### src/rtl/f_pkg.sv
// Shared types and constants for the F (single-precision) arithmetic unit.
package f_pkg;

  localparam int unsigned QBITS  = 25;
  localparam int unsigned MANT_W = 24;
  localparam int unsigned EXP_W  = 10;
  localparam int unsigned CNT_W  = 5;
  localparam int unsigned FLAG_W = 5;

  typedef enum logic [2:0] {
    RM_RNE = 3'b000,
    RM_RTZ = 3'b001,
    RM_RDN = 3'b010,
    RM_RUP = 3'b011,
    RM_RMM = 3'b100
  } round_mode_e;

  localparam int unsigned FLG_NV = 4;
  localparam int unsigned FLG_DZ = 3;
  localparam int unsigned FLG_OF = 2;
  localparam int unsigned FLG_UF = 1;
  localparam int unsigned FLG_NX = 0;

  localparam logic [31:0] CANON_NAN  = 32'h7FC0_0000;
  localparam logic [30:0] MAX_FINITE = 31'h7F7F_FFFF;
  localparam logic [30:0] INF_MAG    = 31'h7F80_0000;

  typedef enum logic [2:0] {
    DS_IDLE  = 3'd0,
    DS_SPEC  = 3'd1,
    DS_ALIGN = 3'd2,
    DS_CALC  = 3'd3,
    DS_ROUND = 3'd4
  } div_state_e;

  // Operand class; zero includes subnormals (denormals-are-zero).
  typedef struct packed {
    logic nan;
    logic snan;
    logic inf;
    logic zero;
  } fclass_t;

endpackage

### src/rtl/F_isNaN.sv
// Operand classifier: NaN / signaling NaN / infinity / zero (subnormals count as zero).
module F_isNaN
  import f_pkg::*;
(
  input  logic [31:0] x,
  output fclass_t     cls
);

  logic exp_ones;
  logic exp_zero;
  logic frac_nz;

  assign exp_ones = &x[30:23];
  assign exp_zero = ~|x[30:23];
  assign frac_nz  = |x[22:0];

  assign cls.nan  = exp_ones & frac_nz;
  assign cls.snan = exp_ones & frac_nz & ~x[22];
  assign cls.inf  = exp_ones & ~frac_nz;
  assign cls.zero = exp_zero;

endmodule

### src/rtl/f_round_unit.sv
// Round-increment decision shared by the F divider and multiplier.
module f_round_unit
  import f_pkg::*;
(
  input  logic       sign,
  input  logic       lsb,
  input  logic       guard,
  input  logic       sticky,
  input  logic [2:0] mode,
  output logic       incr
);

  logic inexact;

  assign inexact = guard | sticky;

  // Unlisted encodings fall back to round-to-nearest-even.
  always_comb begin
    incr = guard & (sticky | lsb);
    case (mode)
      RM_RTZ:  incr = 1'b0;
      RM_RDN:  incr = sign & inexact;
      RM_RUP:  incr = ~sign & inexact;
      RM_RMM:  incr = guard;
      default: incr = guard & (sticky | lsb);
    endcase
  end

endmodule

### src/rtl/f_div_seq.sv
// Iterative single-precision divider: radix-2 restoring, one quotient bit per cycle.
module f_div_seq
  import f_pkg::*;
(
  input  logic        clk,
  input  logic        reset,
  input  logic        start,
  input  logic [31:0] a,
  input  logic [31:0] b,
  input  logic [2:0]  rounding,
  output logic        busy,
  output logic        done,
  output logic [4:0]  flags,
  output logic [31:0] y
);

  localparam logic [2:0] ST_IDLE  = DS_IDLE;
  localparam logic [2:0] ST_SPEC  = DS_SPEC;
  localparam logic [2:0] ST_ALIGN = DS_ALIGN;
  localparam logic [2:0] ST_CALC  = DS_CALC;
  localparam logic [2:0] ST_ROUND = DS_ROUND;

  logic [2:0]              state, state_n;
  logic                    sign_q, sign_n;
  logic [2:0]              rm_q, rm_n;
  logic [7:0]              ea_q, ea_n, eb_q, eb_n;
  logic signed [EXP_W-1:0] exp_q, exp_n;
  logic [MANT_W+1:0]       rem_q, rem_n;
  logic [MANT_W-1:0]       div_q, div_n;
  logic [QBITS-1:0]        quo_q, quo_n;
  logic [CNT_W-1:0]        cnt_q, cnt_n;
  fclass_t                 ca_q, ca_n, cb_q, cb_n;
  fclass_t                 ca_c, cb_c;
  logic                    busy_n, done_n;
  logic [4:0]              flags_n;
  logic [31:0]             y_n;

  F_isNaN u_cls_a (.x(a), .cls(ca_c));
  F_isNaN u_cls_b (.x(b), .cls(cb_c));

  // Trial subtraction for the restoring step.
  logic [MANT_W+2:0] diff;
  assign diff = {1'b0, rem_q} - (MANT_W+3)'(div_q);

  // Exponent before the quotient normalisation check.
  logic signed [EXP_W-1:0] exp_al;
  assign exp_al = $signed({2'b00, ea_q}) - $signed({2'b00, eb_q}) + 10'sd127;

  // Rounding of the 24-bit quotient with guard and remainder sticky.
  logic                    sticky, inexact, incr, carry, ovf, unf, to_max;
  logic [MANT_W:0]         mant_r;
  logic [22:0]             frac_r;
  logic signed [EXP_W-1:0] exp_r;

  assign sticky  = |rem_q;
  assign inexact = quo_q[0] | sticky;

  f_round_unit u_round (
    .sign  (sign_q),
    .lsb   (quo_q[1]),
    .guard (quo_q[0]),
    .sticky(sticky),
    .mode  (rm_q),
    .incr  (incr)
  );

  assign mant_r = {1'b0, quo_q[QBITS-1:1]} + (MANT_W+1)'(incr);
  assign carry  = mant_r[MANT_W];
  assign frac_r = carry ? 23'd0 : mant_r[22:0];
  assign exp_r  = exp_q + $signed({{(EXP_W-1){1'b0}}, carry});
  assign ovf    = (exp_r >= 10'sd255);
  assign unf    = (exp_r <= 10'sd0);
  assign to_max = (rm_q == RM_RTZ) | ((rm_q == RM_RDN) & ~sign_q) | ((rm_q == RM_RUP) & sign_q);

  // Special-operand result.
  logic [31:0] spec_y;
  logic [4:0]  spec_flags;

  always_comb begin
    spec_y     = {sign_q, 31'd0};
    spec_flags = 5'd0;
    if (ca_q.nan | cb_q.nan) begin
      spec_y             = CANON_NAN;
      spec_flags[FLG_NV] = ca_q.snan | cb_q.snan;
    end else if ((ca_q.zero & cb_q.zero) | (ca_q.inf & cb_q.inf)) begin
      spec_y             = CANON_NAN;
      spec_flags[FLG_NV] = 1'b1;
    end else if (ca_q.inf) begin
      spec_y = {sign_q, INF_MAG};
    end else if (cb_q.zero) begin
      spec_y             = {sign_q, INF_MAG};
      spec_flags[FLG_DZ] = 1'b1;
    end
  end

  // Next-state and next-output logic.
  always_comb begin
    state_n = state;
    sign_n  = sign_q;
    rm_n    = rm_q;
    ea_n    = ea_q;
    eb_n    = eb_q;
    exp_n   = exp_q;
    rem_n   = rem_q;
    div_n   = div_q;
    quo_n   = quo_q;
    cnt_n   = cnt_q;
    ca_n    = ca_q;
    cb_n    = cb_q;
    done_n  = 1'b0;
    flags_n = flags;
    y_n     = y;

    case (state)
      ST_IDLE: begin
        if (start) begin
          sign_n = a[31] ^ b[31];
          rm_n   = rounding;
          ea_n   = a[30:23];
          eb_n   = b[30:23];
          rem_n  = {2'b00, 1'b1, a[22:0]};
          div_n  = {1'b1, b[22:0]};
          quo_n  = '0;
          cnt_n  = '0;
          ca_n   = ca_c;
          cb_n   = cb_c;
          if (ca_c.nan | ca_c.inf | ca_c.zero | cb_c.nan | cb_c.inf | cb_c.zero)
            state_n = ST_SPEC;
          else
            state_n = ST_ALIGN;
        end
      end
      ST_SPEC: begin
        y_n     = spec_y;
        flags_n = spec_flags;
        done_n  = 1'b1;
        state_n = ST_IDLE;
      end
      ST_ALIGN: begin
        // Pre-shift a smaller dividend so the quotient lands in [1,2).
        if (rem_q < (MANT_W+2)'(div_q)) begin
          rem_n = {rem_q[MANT_W:0], 1'b0};
          exp_n = exp_al - 10'sd1;
        end else begin
          exp_n = exp_al;
        end
        cnt_n   = '0;
        state_n = ST_CALC;
      end
      ST_CALC: begin
        if (!diff[MANT_W+2]) begin
          rem_n = {diff[MANT_W:0], 1'b0};
          quo_n = {quo_q[QBITS-2:0], 1'b1};
        end else begin
          rem_n = {rem_q[MANT_W:0], 1'b0};
          quo_n = {quo_q[QBITS-2:0], 1'b0};
        end
        cnt_n = cnt_q + 5'd1;
        if (cnt_q == CNT_W'(QBITS - 1))
          state_n = ST_ROUND;
      end
      ST_ROUND: begin
        flags_n = 5'd0;
        flags_n[FLG_NX] = inexact;
        if (ovf) begin
          y_n = to_max ? {sign_q, MAX_FINITE} : {sign_q, INF_MAG};
          flags_n[FLG_OF] = 1'b1;
          flags_n[FLG_NX] = 1'b1;
        end else if (unf) begin
          y_n = {sign_q, 31'd0};
          flags_n[FLG_UF] = 1'b1;
          flags_n[FLG_NX] = 1'b1;
        end else begin
          y_n = {sign_q, exp_r[7:0], frac_r};
        end
        done_n  = 1'b1;
        state_n = ST_IDLE;
      end
      default: state_n = ST_IDLE;
    endcase

    busy_n = (state_n != ST_IDLE);
  end

  // State, datapath and output registers.
  always_ff @(posedge clk) begin
    if (reset) begin
      state  <= ST_IDLE;
      sign_q <= 1'b0;
      rm_q   <= 3'd0;
      ea_q   <= 8'd0;
      eb_q   <= 8'd0;
      exp_q  <= '0;
      rem_q  <= '0;
      div_q  <= '0;
      quo_q  <= '0;
      cnt_q  <= '0;
      ca_q   <= '0;
      cb_q   <= '0;
      busy   <= 1'b0;
      done   <= 1'b0;
      flags  <= 5'd0;
      y      <= 32'd0;
    end else begin
      state  <= state_n;
      sign_q <= sign_n;
      rm_q   <= rm_n;
      ea_q   <= ea_n;
      eb_q   <= eb_n;
      exp_q  <= exp_n;
      rem_q  <= rem_n;
      div_q  <= div_n;
      quo_q  <= quo_n;
      cnt_q  <= cnt_n;
      ca_q   <= ca_n;
      cb_q   <= cb_n;
      busy   <= busy_n;
      done   <= done_n;
      flags  <= flags_n;
      y      <= y_n;
    end
  end

endmodule

### config.mk
export PLATFORM = sky130hd
export DESIGN_NAME = f_div_seq
export DESIGN_NICKNAME = d
export VERILOG_FILES = /design/src/rtl/f_pkg.sv /design/src/rtl/F_isNaN.sv /design/src/rtl/f_round_unit.sv /design/src/rtl/f_div_seq.sv
export SDC_FILE = /design/constraint.sdc
export NUM_CORES = 1
export LEC_CHECK = 0
export BUFFER_PORTS_ARGS = -buffer_cell sky130_fd_sc_hd__buf_2
export CAP_MARGIN = 30
export CORE_UTILIZATION = 35
export CTS_CLUSTER_DIAMETER = 200
export DETAILED_ROUTE_END_ITERATION = 16
export PLACE_DENSITY = 0.52
export SLEW_MARGIN = 20
export SYNTH_ARGS = -nofsm -noshare
export SYNTH_HDL_FRONTEND = slang
export SYNTH_SLANG_ARGS = --single-unit
### constraint.sdc
create_clock -name clk -period 8.2 [get_ports clk]
set_clock_uncertainty 0.05 [all_clocks]
set_input_delay 1.23 -clock clk [delete_from_list [all_inputs] [get_ports clk]]
set_output_delay 1.23 -clock clk [all_outputs]
set_load 0.05 [all_outputs]
==> metrics.txt, run 1 <==
commonest non-fill, non-tap cells in the layout=dfxtp_1, nand2_1, a21oi_1; PortBufs=108; residual DRC count=0; Final setup viols=0; min Tclk post-route=around 5.3 ns; CP Buf/Inv Count=1; first-pass GRT wire length=around 46,000 microns; EDFF count, synth=0; non-filler cells, final=1,664; RSZ-0062 raised after global routing=false; n_diodes=0; post-synthesis cell count=1,239; Avg WL per Cell=16.8 microns; Max rail drop VDD=roughly 0.00014 V; syn_area_per_cell=between 7 and 8 sq um; max-slew violation count=0; CP max FO=21; ys flop type=dfxtp_1; CP Launch Type=flip-flop; Final ANT Viol Nets=0; CTS max path bufs=2; gr usage total=0.202; yosys warns=0; max-cap violations=0; P_sw=approximately 910 uW; placed cells=1,632; IO Pins=109; status=finished clean; Setup Fix Bufs, Post-CTS=0; Final Hold Fails=0; row cnt=60; setup TNS=0 ns; clock power share=0.322; CTS buffer count=17; most common cell after layout, fill and taps aside=dfxtp_1; post-cts sizing count=0; initial antenna violation count=0; via count=9,130; width of the die=approximately 170 microns; Worst-path clk slew=roughly 0.07 ns; area grow syn2layout=14.0%; htree depth=4; Initial DRT Pass Iterations=5; sequential cell area fraction in the yosys report=0.333; WL final=roughly 28,000 microns; grt ovf=0; share of post-route cells with drive strength above 1=0.136; RD Place Congestion=0.838; vias in the first global route=8,513; CP Cell Sequence=inv_1, nor3b_1, ha_1, nand3b_1, nor2_1, nor2_1, a21oi_1, ha_1, ha_1, and3_1, and2_1, nand3_1, nor4_1, ha_1, nand3_1, nor4_1, xor2_1, a41oi_1, nand2_1, o21ai_0, a22o_1; Die Y=about 170 microns; Leak Pwr=approximately 4.3 nW; Synth Cell Area=9630 sq um; Final HPWL DP=20,700 microns; Sw Ratio=0.360; Hold Buf Count CTS=0; DR vias/cell=5.49; Yosys cell types=86; Slew HR=0.383; Comb power frac=0.332; die area=28,200 sq um; Async SR Flop Fraction=0; P_int=about 1.6 mW; class of the tightest hold or removal check=flip-flop to flip-flop; CTS tree=built; Top Family by Delay on Critical Path=simple AND/OR/NAND/NOR gates; largest net degree at the start of global routing=73; CP peak stage delay=0.55 ns; clk_lat worst skew=0.43 ns; Root Buffer=clkbuf_16; Most common cell on crit path=ha_1; CP max-delay cell=a41oi_1; kind of critical path=flip-flop to flip-flop; Worst Setup End Kind=flip-flop; Max Fclk=approximately 0.19 GHz; FF-to-FF setup slack=about 3 ns; Hold Slack=0.404 ns; critical path required time=8.52 ns; Yosys reg bits=160; clock sink count=160; WP data arrival=5.59 ns; core box area=between 20,000 and 30,000 sq um; fillcell total=around 2,800; slew at the pin with the worst max-slew slack=between 0.9 and 1 ns; initial DRC count=580; Starting Density=0.357; part of the power in registers=0.345; Layout Nets=1,424; PD cells=between 200 and 250 nW/um^2; Synth Net Count=approximately 1,400; Final Cycle Share=0.642
==> metal layers <==
| layer | up-vias | global-route usage | part of all wire |
|---|---|---|---|
| li1 | 4657 | - | - |
| met1 | 4210 | 0.291 | 0.51 |
| met2 | 233 | 0.304 | 0.42 |
| met3 | 30 | 0.0320 | 0.048 |
| met4 | 0 | 0.0658 | 0.022 |
| met5 | - | 0 | 0 |
==> cell families after synthesis <==
logic type / Yosys count / share of synthesized area
and+or+nand+nor: 462 / 0.231
AOI/OAI and AO/OA: 387 / 0.264
DFF: 160 / 0.333
buffers and inverters: 125 / 0.0564
xor gates and xnor gates: 59 / 0.0552
adders and majority gates: 44 / 0.0587
muxes: 2 / 0.00247
==> cells in the mapped netlist, types with 20 or more instances <==
cell / number / area, sq um
dfxtp_1: 160 / 3200
nand2_1: 157 / 589
a21oi_1: 114 / 571
nor2_1: 101 / 379
o21ai_0: 79 / 395
clkbuf_1: 58 / 218
inv_1: 55 / 206
nand3_1: 52 / 260
ha_1: 42 / 526
xnor2_1: 29 / 254
xor2_1: 28 / 245
a22oi_1: 26 / 195
nor3_1: 26 / 130
nor4_1: 26 / 163
a22o_1: 23 / 201
a211oi_1: 20 / 150
==> final cells by class <==
class | count | area [sq um] | area share
clock inverters | 10 | 126 | 0.0115
inverters | 55 | 206 | 0.0188
well taps | 341 | 427 | 0.0389
flip-flops and latches | 160 | 3200 | 0.292
clock buffers | 22 | 474 | 0.0432
multi-input cells | 954 | 5900 | 0.537
repair buffers | 122 | 648 | 0.0590
==> worst paths after layout <==
check,start,to,depth (start not counted)
setup / recovery,rm_q[1],y[7],21
hold / removal,div_q[14],div_q[14],2
setup reg to reg,rm_q[1],y[7],21
hold reg to reg,div_q[14],div_q[14],2
==> flip-flops by register name, summed over array words and instances (netlist names) <==
| name | cells |
|---|---|
| cnt_q | 5 |
| exp_q | 10 |
| quo_q | 25 |
| flags | 5 |
| y | 32 |
| state | 3 |
| eb_q | 8 |
| ca_q | 4 |
| rm_q | 3 |
| ea_q | 8 |
| rem_q | 26 |
| done | 1 |
| sign_q | 1 |
| cb_q | 4 |
| div_q | 24 |
| busy | 1 |
==> metrics by stage <==
step / worst slack (ns) / cell area (sq um) / total power, mW / util
6_report: 2.94 / 11000 / 2.53 / 0.407
2_1_floorplan: 3.68 / 9630 / 1.52 / -
4_1_cts: 2.87 / 11000 / 2.55 / 0.407
3_3_place_gp: 3.03 / 10400 / 1.72 / 0.385
3_5_place_dp: 2.88 / 10400 / 1.72 / 0.385
5_1_grt: 2.35 / 11000 / 2.69 / 0.407
==> power by group through the flow <==
| stage | Combinational [mW] | Sequential [mW] | Clock, mW |
|---|---|---|---|
| after floorplan | 0.630 | 0.889 | 0 |
| after global placement | 0.832 | 0.889 | 0 |
| after detailed placement | 0.832 | 0.891 | 0 |
| after CTS | 0.837 | 0.874 | 0.837 |
| after global routing | 0.942 | 0.881 | 0.864 |
| final | 0.841 | 0.875 | 0.816 |
==> worst reg2reg max path, stage by stage (launching register included) <==
cell and delay (ns):
dfxtp_1 0.37, inv_1 0.08, nor3b_1 0.19, ha_1 0.16, nand3b_1 0.09, nor2_1 0.11
nor2_1 0.04, a21oi_1 0.14, ha_1 0.20, ha_1 0.18, and3_1 0.24, and2_1 0.20
nand3_1 0.11, nor4_1 0.41, ha_1 0.28, nand3_1 0.18, nor4_1 0.42, xor2_1 0.17
a41oi_1 0.55, nand2_1 0.54, o21ai_0 0.35, a22o_1 0.15
Note: power is estimated with default switching activity, not from simulation.
==> inputs of run 2 (changes only) <==
==> constraint.sdc (replaced) <==
create_clock -name clk -period 4.9 [get_ports clk]
set_clock_uncertainty 0.05 [all_clocks]
set_input_delay 0.735 -clock clk [delete_from_list [all_inputs] [get_ports clk]]
set_output_delay 0.735 -clock clk [all_outputs]
set_load 0.05 [all_outputs]
==> metrics.txt, run 2 (synthesis gave the netlist of run 1 again) <==
gr usage total=0.208 (was 0.202); Root Buffer=clkbuf_16 (unchanged); vias in the first global route=8,652 (was 8,513); reg2reg end=y[2] (was y[7]); initial antenna violation count=0 (unchanged); Initial DRT Pass Iterations=5 (unchanged); Layout Nets=1,451 (was 1,424); non-filler cells, final=1,691 (was 1,664); Worst setup endpoint=y[2] (was y[7]); M2 GR Usage=0.316 (was 0.304); most common cell after layout, fill and taps aside=dfxtp_1 (unchanged); CP max FO=6 (was 21); Final Hold Fails=0 (unchanged); Max Fclk=0.218 GHz (was 0.190 GHz); Top reg by flops=y (unchanged); Final ANT Viol Nets=0 (unchanged); Most Used Layer, Global Route=met2 (unchanged); die area=28,200 sq um (unchanged); RSZ-0062 raised after global routing=false (unchanged); Worst Setup End Kind=flip-flop (unchanged); Final Cycle Share=0.938 (was 0.642); met3 usage=0.0334 (was 0.0320); CP peak stage delay=0.41 ns (was 0.55 ns); Starting Density=0.357 (unchanged); max reg flops=32 (unchanged); htree depth=4 (unchanged); area grow syn2layout=17.4% (was 14.0%); Setup Fix Bufs, Post-CTS=0 (unchanged); CP max-delay cell=o41a_1 (was a41oi_1); max-cap violations=0 (unchanged); residual DRC count=0 (unchanged); status=finished clean (unchanged); Worst Setup SP=rm_q[0] (was rm_q[1]); slew at the pin with the worst max-slew slack=0.913 ns (was 0.923 ns); CP Buf/Inv Count=3 (was 1); Final Core Density=0.420 (was 0.407); width of the die=168 microns (unchanged); CP Launch Type=flip-flop (unchanged); Most common cell on crit path=ha_2 (was ha_1); share of post-route cells with drive strength above 1=0.164 (was 0.136); critical path required time=5.17 ns (was 8.52 ns); FF-to-FF setup slack=0.30 ns (was 2.94 ns); max-slew violation count=0 (unchanged); Power Total=4.38 mW (was 2.53 mW); Final setup viols=0 (unchanged); Slew HR=0.389 (was 0.383); clk_lat worst skew=0.43 ns (about the same); first-pass GRT wire length=46,700 microns (was 45,700 microns); placed cell area=10,600 sq um (was 10,400 sq um); kind of critical path=flip-flop to flip-flop (unchanged); clock sink count=160 (unchanged); Die Y=168 microns (unchanged); CP Cell Sequence=nor3b_2, ha_1, nand3b_1, nor2_1, nor2_1, a21oi_1, ha_2, ha_2, and3_1, and2_4, nand3_2, nor4_2, buf_4, ha_2, ha_1, nand3_1, or3_4, and2_1, o41a_1, o41ai_2, buf_4, nor2_2, clkbuf_16, a22o_1 (was inv_1, nor3b_1, ha_1, nand3b_1, nor2_1, nor2_1, a21oi_1, ha_1, ha_1, and3_1, and2_1, nand3_1, nor4_1, ha_1, nand3_1, nor4_1, xor2_1, a41oi_1, nand2_1, o21ai_0, a22o_1); Top Family by Delay on Critical Path=simple AND/OR/NAND/NOR gates (unchanged); n_diodes=0 (unchanged); PD cells=388 nW/um^2 (was 231 nW/um^2); Max rail drop VDD=0.000226 V (was 0.000138 V); grt ovf=0 (unchanged); class of the tightest hold or removal check=flip-flop to flip-flop (unchanged); row cnt=60 (unchanged); Avg WL per Cell=17.4 microns (was 16.8 microns); PortBufs=108 (unchanged); largest registers=y x32, rem_q x26, quo_q x25 (unchanged); Final HPWL DP=21,800 microns (was 20,700 microns); WP data arrival=4.87 ns (was 5.59 ns); WL final=29,400 microns (was 27,900 microns); via count=9,457 (was 9,130); CTS max path bufs=2 (unchanged); initial DRC count=858 (was 580); placed cells=1,655 (was 1,632); Worst-path clk slew=0.06 ns (was 0.07 ns); Leak Pwr=4.42 nW (was 4.26 nW); min Tclk post-route=4.60 ns (was 5.26 ns); reg2reg path depth=24 (was 21); IO Pins=109 (unchanged); RR Startpoint=rm_q[0] (was rm_q[1]); hold depth=2 (unchanged); core box area=27,000 sq um (unchanged); final instance area=11,300 sq um (was 11,000 sq um); largest net degree at the start of global routing=76 (was 73); RD Place Congestion=0.924 (was 0.838); cell count along the critical path=24 (was 21); met1 Resource Use GR=0.304 (was 0.291); setup TNS=0 ns (unchanged); CTS buffer count=17 (unchanged); commonest non-fill, non-tap cells in the layout=dfxtp_1, nand2_1, a21oi_1 (unchanged); DR vias/cell=5.59 (was 5.49); CTS tree=built (unchanged)
run 2: changes by cell type in the layout (fill, tap and decap cells not counted), moves of 2 or more:
cell and delta:
nor2_2 +2, ha_1 -3, nor4_1 -3, nor4_2 +3, buf_4 +22, buf_6 +3
nor2_1 -2, clkbuf_16 +2, clkinv_4 -2, ha_2 +3
run 2: final cells by class:
| cell class | instances | area (sq um) |
|---|---|---|
| Fill cell | 2776 | 15600 |
| Clock inverter | 10 | 150 |
| Inverter | 55 | 206 |
| Clock buffer | 22 | 474 |
| Timing Repair Buffer | 149 | 897 |
| Sequential cell | 160 | 3200 |
| Multi-Input combinational cell | 954 | 5950 |
| Tap cell | 341 | 427 |
run 2: worst min-delay path by stage:
stage | endpoint | from
2_1_floorplan | cb_q[1] | cb_q[1]
3_3_place_gp | div_q[8] | div_q[8]
3_5_place_dp | div_q[9] | div_q[9]
4_1_cts | div_q[9] | div_q[9]
5_1_grt | div_q[17] | div_q[17]
6_report | eb_q[4] | eb_q[4]
run 2: routing by layer:
layer	up-vias	wire, microns
met5	-	0
li1	4710	-
met3	23	1690
met1	4431	14800
met4	0	363
met2	293	12500
run 2: what timing repair did:
| item | CTS | global route |
|---|---|---|
| hold buffers | 0 | 0 |
| pin swaps | 0 | 3 |
| resized for setup | 2 | 14 |
| endpoints found under the hold margin | 0 | 0 |
| endpoints found under the setup margin | 22 | 30 |
| gates cloned | 0 | 3 |
run 2: power breakdown:
group          total, mW  internal, mW  switching (mW)
logic               1.49         0.569           0.921
clock network       1.43         0.852           0.581
registers           1.46          1.38          0.0790
run 2: stage by stage:
| stage | setup WS, ns | hold WS (ns) |
|---|---|---|
| 6_report | 0.303 | 0.404 |
| 5_1_grt | 0.0213 | 0.423 |
| 4_1_cts | 0.0409 | 0.408 |
| 3_5_place_dp | 0.0258 | 0.398 |
| 3_3_place_gp | 0.152 | 0.393 |
| 2_1_floorplan | 0.380 | 0.382 |
run 2: worst reg2reg max path: cells and delay by family (launching register included):
family | cells | cell delay, ns
AND/OR/NAND/NOR | 12 | 1.65
buffers and inverters | 3 | 0.56
adder cells (fa/ha/maj) | 5 | 0.97
AO/OA/AOI/OAI | 4 | 0.96
flip-flops | 1 | 0.31
==> inputs of run 3 (changes only) <==
--- a/config.mk
+++ b/config.mk
@@ -10,7 +10,7 @@
 export CORE_UTILIZATION = 35
 export CTS_CLUSTER_DIAMETER = 200
 export DETAILED_ROUTE_END_ITERATION = 16
-export PLACE_DENSITY = 0.52
+export HOLD_SLACK_MARGIN = 0.08
 export SLEW_MARGIN = 20
 export SYNTH_ARGS = -nofsm -noshare
 export SYNTH_HDL_FRONTEND = slang
==> metrics.txt, run 3 (synthesis gave the netlist of run 1 again) <==
status=finished clean (unchanged); residual DRC count=0 (unchanged); Final Cycle Share=0.944 (was 0.938); CP peak stage delay=0.40 ns (was 0.41 ns); Worst-path clk slew=0.06 ns (about the same); class of the tightest hold or removal check=flip-flop to flip-flop (unchanged); via count=9,407 (was 9,457); CP Launch Type=flip-flop (unchanged); vias in the first global route=8,498 (was 8,652); Top reg by flops=y (unchanged); core box area=27,000 sq um (unchanged); largest net degree at the start of global routing=62 (was 76); die area=28,200 sq um (unchanged); Max Fclk=0.216 GHz (was 0.218 GHz); crit path setup slack, layout=0.275 ns (was 0.303 ns); commonest non-fill, non-tap cells in the layout=dfxtp_1, nand2_1, a21oi_1 (unchanged); htree depth=4 (unchanged); Die Y=168 microns (unchanged); Initial DRT Pass Iterations=5 (unchanged); area grow syn2layout=17.0% (was 17.4%); Root Buffer=clkbuf_16 (unchanged); DR vias/cell=5.55 (was 5.59); Final HPWL DP=20,800 microns (was 21,800 microns); Layout Nets=1,454 (was 1,451); initial antenna violation count=0 (unchanged); most common cell after layout, fill and taps aside=dfxtp_1 (unchanged); Final setup viols=0 (unchanged); Slew HR=0.437 (was 0.389); share of post-route cells with drive strength above 1=0.165 (was 0.164); RD Place Congestion=0.927 (was 0.924); CTS tree=built (unchanged); CP max-delay cell=or3_1 (was o41a_1); first-pass GRT wire length=45,000 microns (was 46,700 microns); CP max FO=6 (unchanged); slew at the pin with the worst max-slew slack=0.842 ns (was 0.913 ns); row cnt=60 (unchanged); min Tclk post-route=4.63 ns (was 4.60 ns); Worst Setup End Kind=flip-flop (unchanged); kind of critical path=flip-flop to flip-flop (unchanged); max-slew violation count=0 (unchanged); CTS max path bufs=2 (unchanged); IO Pins=109 (unchanged); Power Total=4.25 mW (was 4.38 mW); DP Worst Slack=0.0516 ns (was 0.0258 ns); gr usage total=0.197 (was 0.208); max-cap violations=0 (unchanged); WL final=28,000 microns (was 29,400 microns); critical path required time=5.17 ns (about the same); largest registers=y x32, rem_q x26, quo_q x25 (unchanged); Max rail drop VDD=0.000270 V (was 0.000226 V); PD cells=377 nW/um^2 (was 388 nW/um^2); CTS buffer count=17 (unchanged); Starting Density=0.357 (unchanged); max reg flops=32 (unchanged); n_diodes=0 (unchanged); Most common cell on crit path=ha_2 (unchanged); clock sink count=160 (unchanged); Final ANT Viol Nets=0 (unchanged); Leak Pwr=4.41 nW (was 4.42 nW); Final Hold Fails=0 (unchanged); grt ovf=0 (unchanged); Avg WL per Cell=16.5 microns (was 17.4 microns); WP data arrival=4.90 ns (was 4.87 ns); CP Cell Sequence=inv_1, nor3b_2, ha_1, nand3b_1, nor2_1, nor2_1, a21oi_1, ha_2, ha_2, and3_1, and2_1, nand3_1, nor4_2, ha_2, ha_1, nand3_1, or3_1, and2_1, o41a_1, o41ai_2, buf_4, nor2_2, clkbuf_16, a22o_1 (was nor3b_2, ha_1, nand3b_1, nor2_1, nor2_1, a21oi_1, ha_2, ha_2, and3_1, and2_4, nand3_2, nor4_2, buf_4, ha_2, ha_1, nand3_1, or3_4, and2_1, o41a_1, o41ai_2, buf_4, nor2_2, clkbuf_16, a22o_1); initial DRC count=700 (was 858); width of the die=168 microns (unchanged); clk_lat worst skew=0.44 ns (was 0.43 ns); PortBufs=108 (unchanged)
[run 3: cell types whose count changed in the layout (fill, tap and decap cells not counted), sizes merged]
cell / delta
inv: +2
clkinv: +3
buf: +1
bufinv: -2
clkbuf: -2
nand2: +1
[run 3: worst paths after layout]
check / startpoint / end / slack, ns / depth (start not counted)
max: rm_q[1] / y[9] / 0.27 / 24
min: div_q[19] / div_q[19] / 0.40 / 2
max reg2reg: rm_q[1] / y[9] / 0.27 / 24
min reg2reg: div_q[19] / div_q[19] / 0.40 / 2
[run 3: critical path: cells and delay by family, from the launching register on]
| family | cells | cell delay, ns |
|---|---|---|
| and+or+nand+nor | 12 | 1.71 |
| adders and majority gates | 5 | 1.05 |
| AOI/OAI and AO/OA | 4 | 0.89 |
| buffers and inverters | 3 | 0.49 |
| DFF | 1 | 0.31 |
[run 3: report_power, final]
group / total, mW / internal (mW) / switching, mW
Sequential: 1.45 / 1.38 / 0.0723
Clock: 1.32 / 0.722 / 0.594
Combinational: 1.47 / 0.566 / 0.909
Total: 4.25 / 2.67 / 1.58
[run 3: per-layer routing]
metal  wire (microns)  vias up  global-route usage
li1                 -     4723                   -
met1            13900     4355               0.287
met2            11900      299               0.295
met3             1680       30              0.0357
met4              537        0              0.0550
met5                0        -                   0
[run 3: final cells by class]
type,count,area (sq um)
Inverter,55,206
Fill cell,2763,15700
Sequential cell,160,3200
Clock buffer,19,443
Clock inverter,13,126
Multi-Input combinational cell,955,5950
Timing Repair Buffer,151,908
Tap cell,341,427
[run 3: repair_timing]
| action | in CTS | in global routing |
|---|---|---|
| setup endpoints to repair | 0 | 26 |
| hold buffers | 0 | 0 |
| buffers inserted | 0 | 1 |
| gates resized for setup | 0 | 14 |
[run 3: per-stage QoR]
| step | hold WS, ns | instances | TNS [ns] | util | instance area (sq um) |
|---|---|---|---|---|---|
| finish | 0.404 | 1694 | 0 | 0.418 | 11300 |
| global route | 0.416 | 1694 | -0.115 | 0.418 | 11300 |
| CTS | 0.406 | 1688 | 0 | 0.413 | 11100 |
| detailed placement | 0.397 | 1656 | 0 | 0.392 | 10600 |
| global placement | 0.394 | 1656 | 0 | 0.392 | 10600 |
| floorplan | 0.382 | 1239 | 0 | - | 9630 |
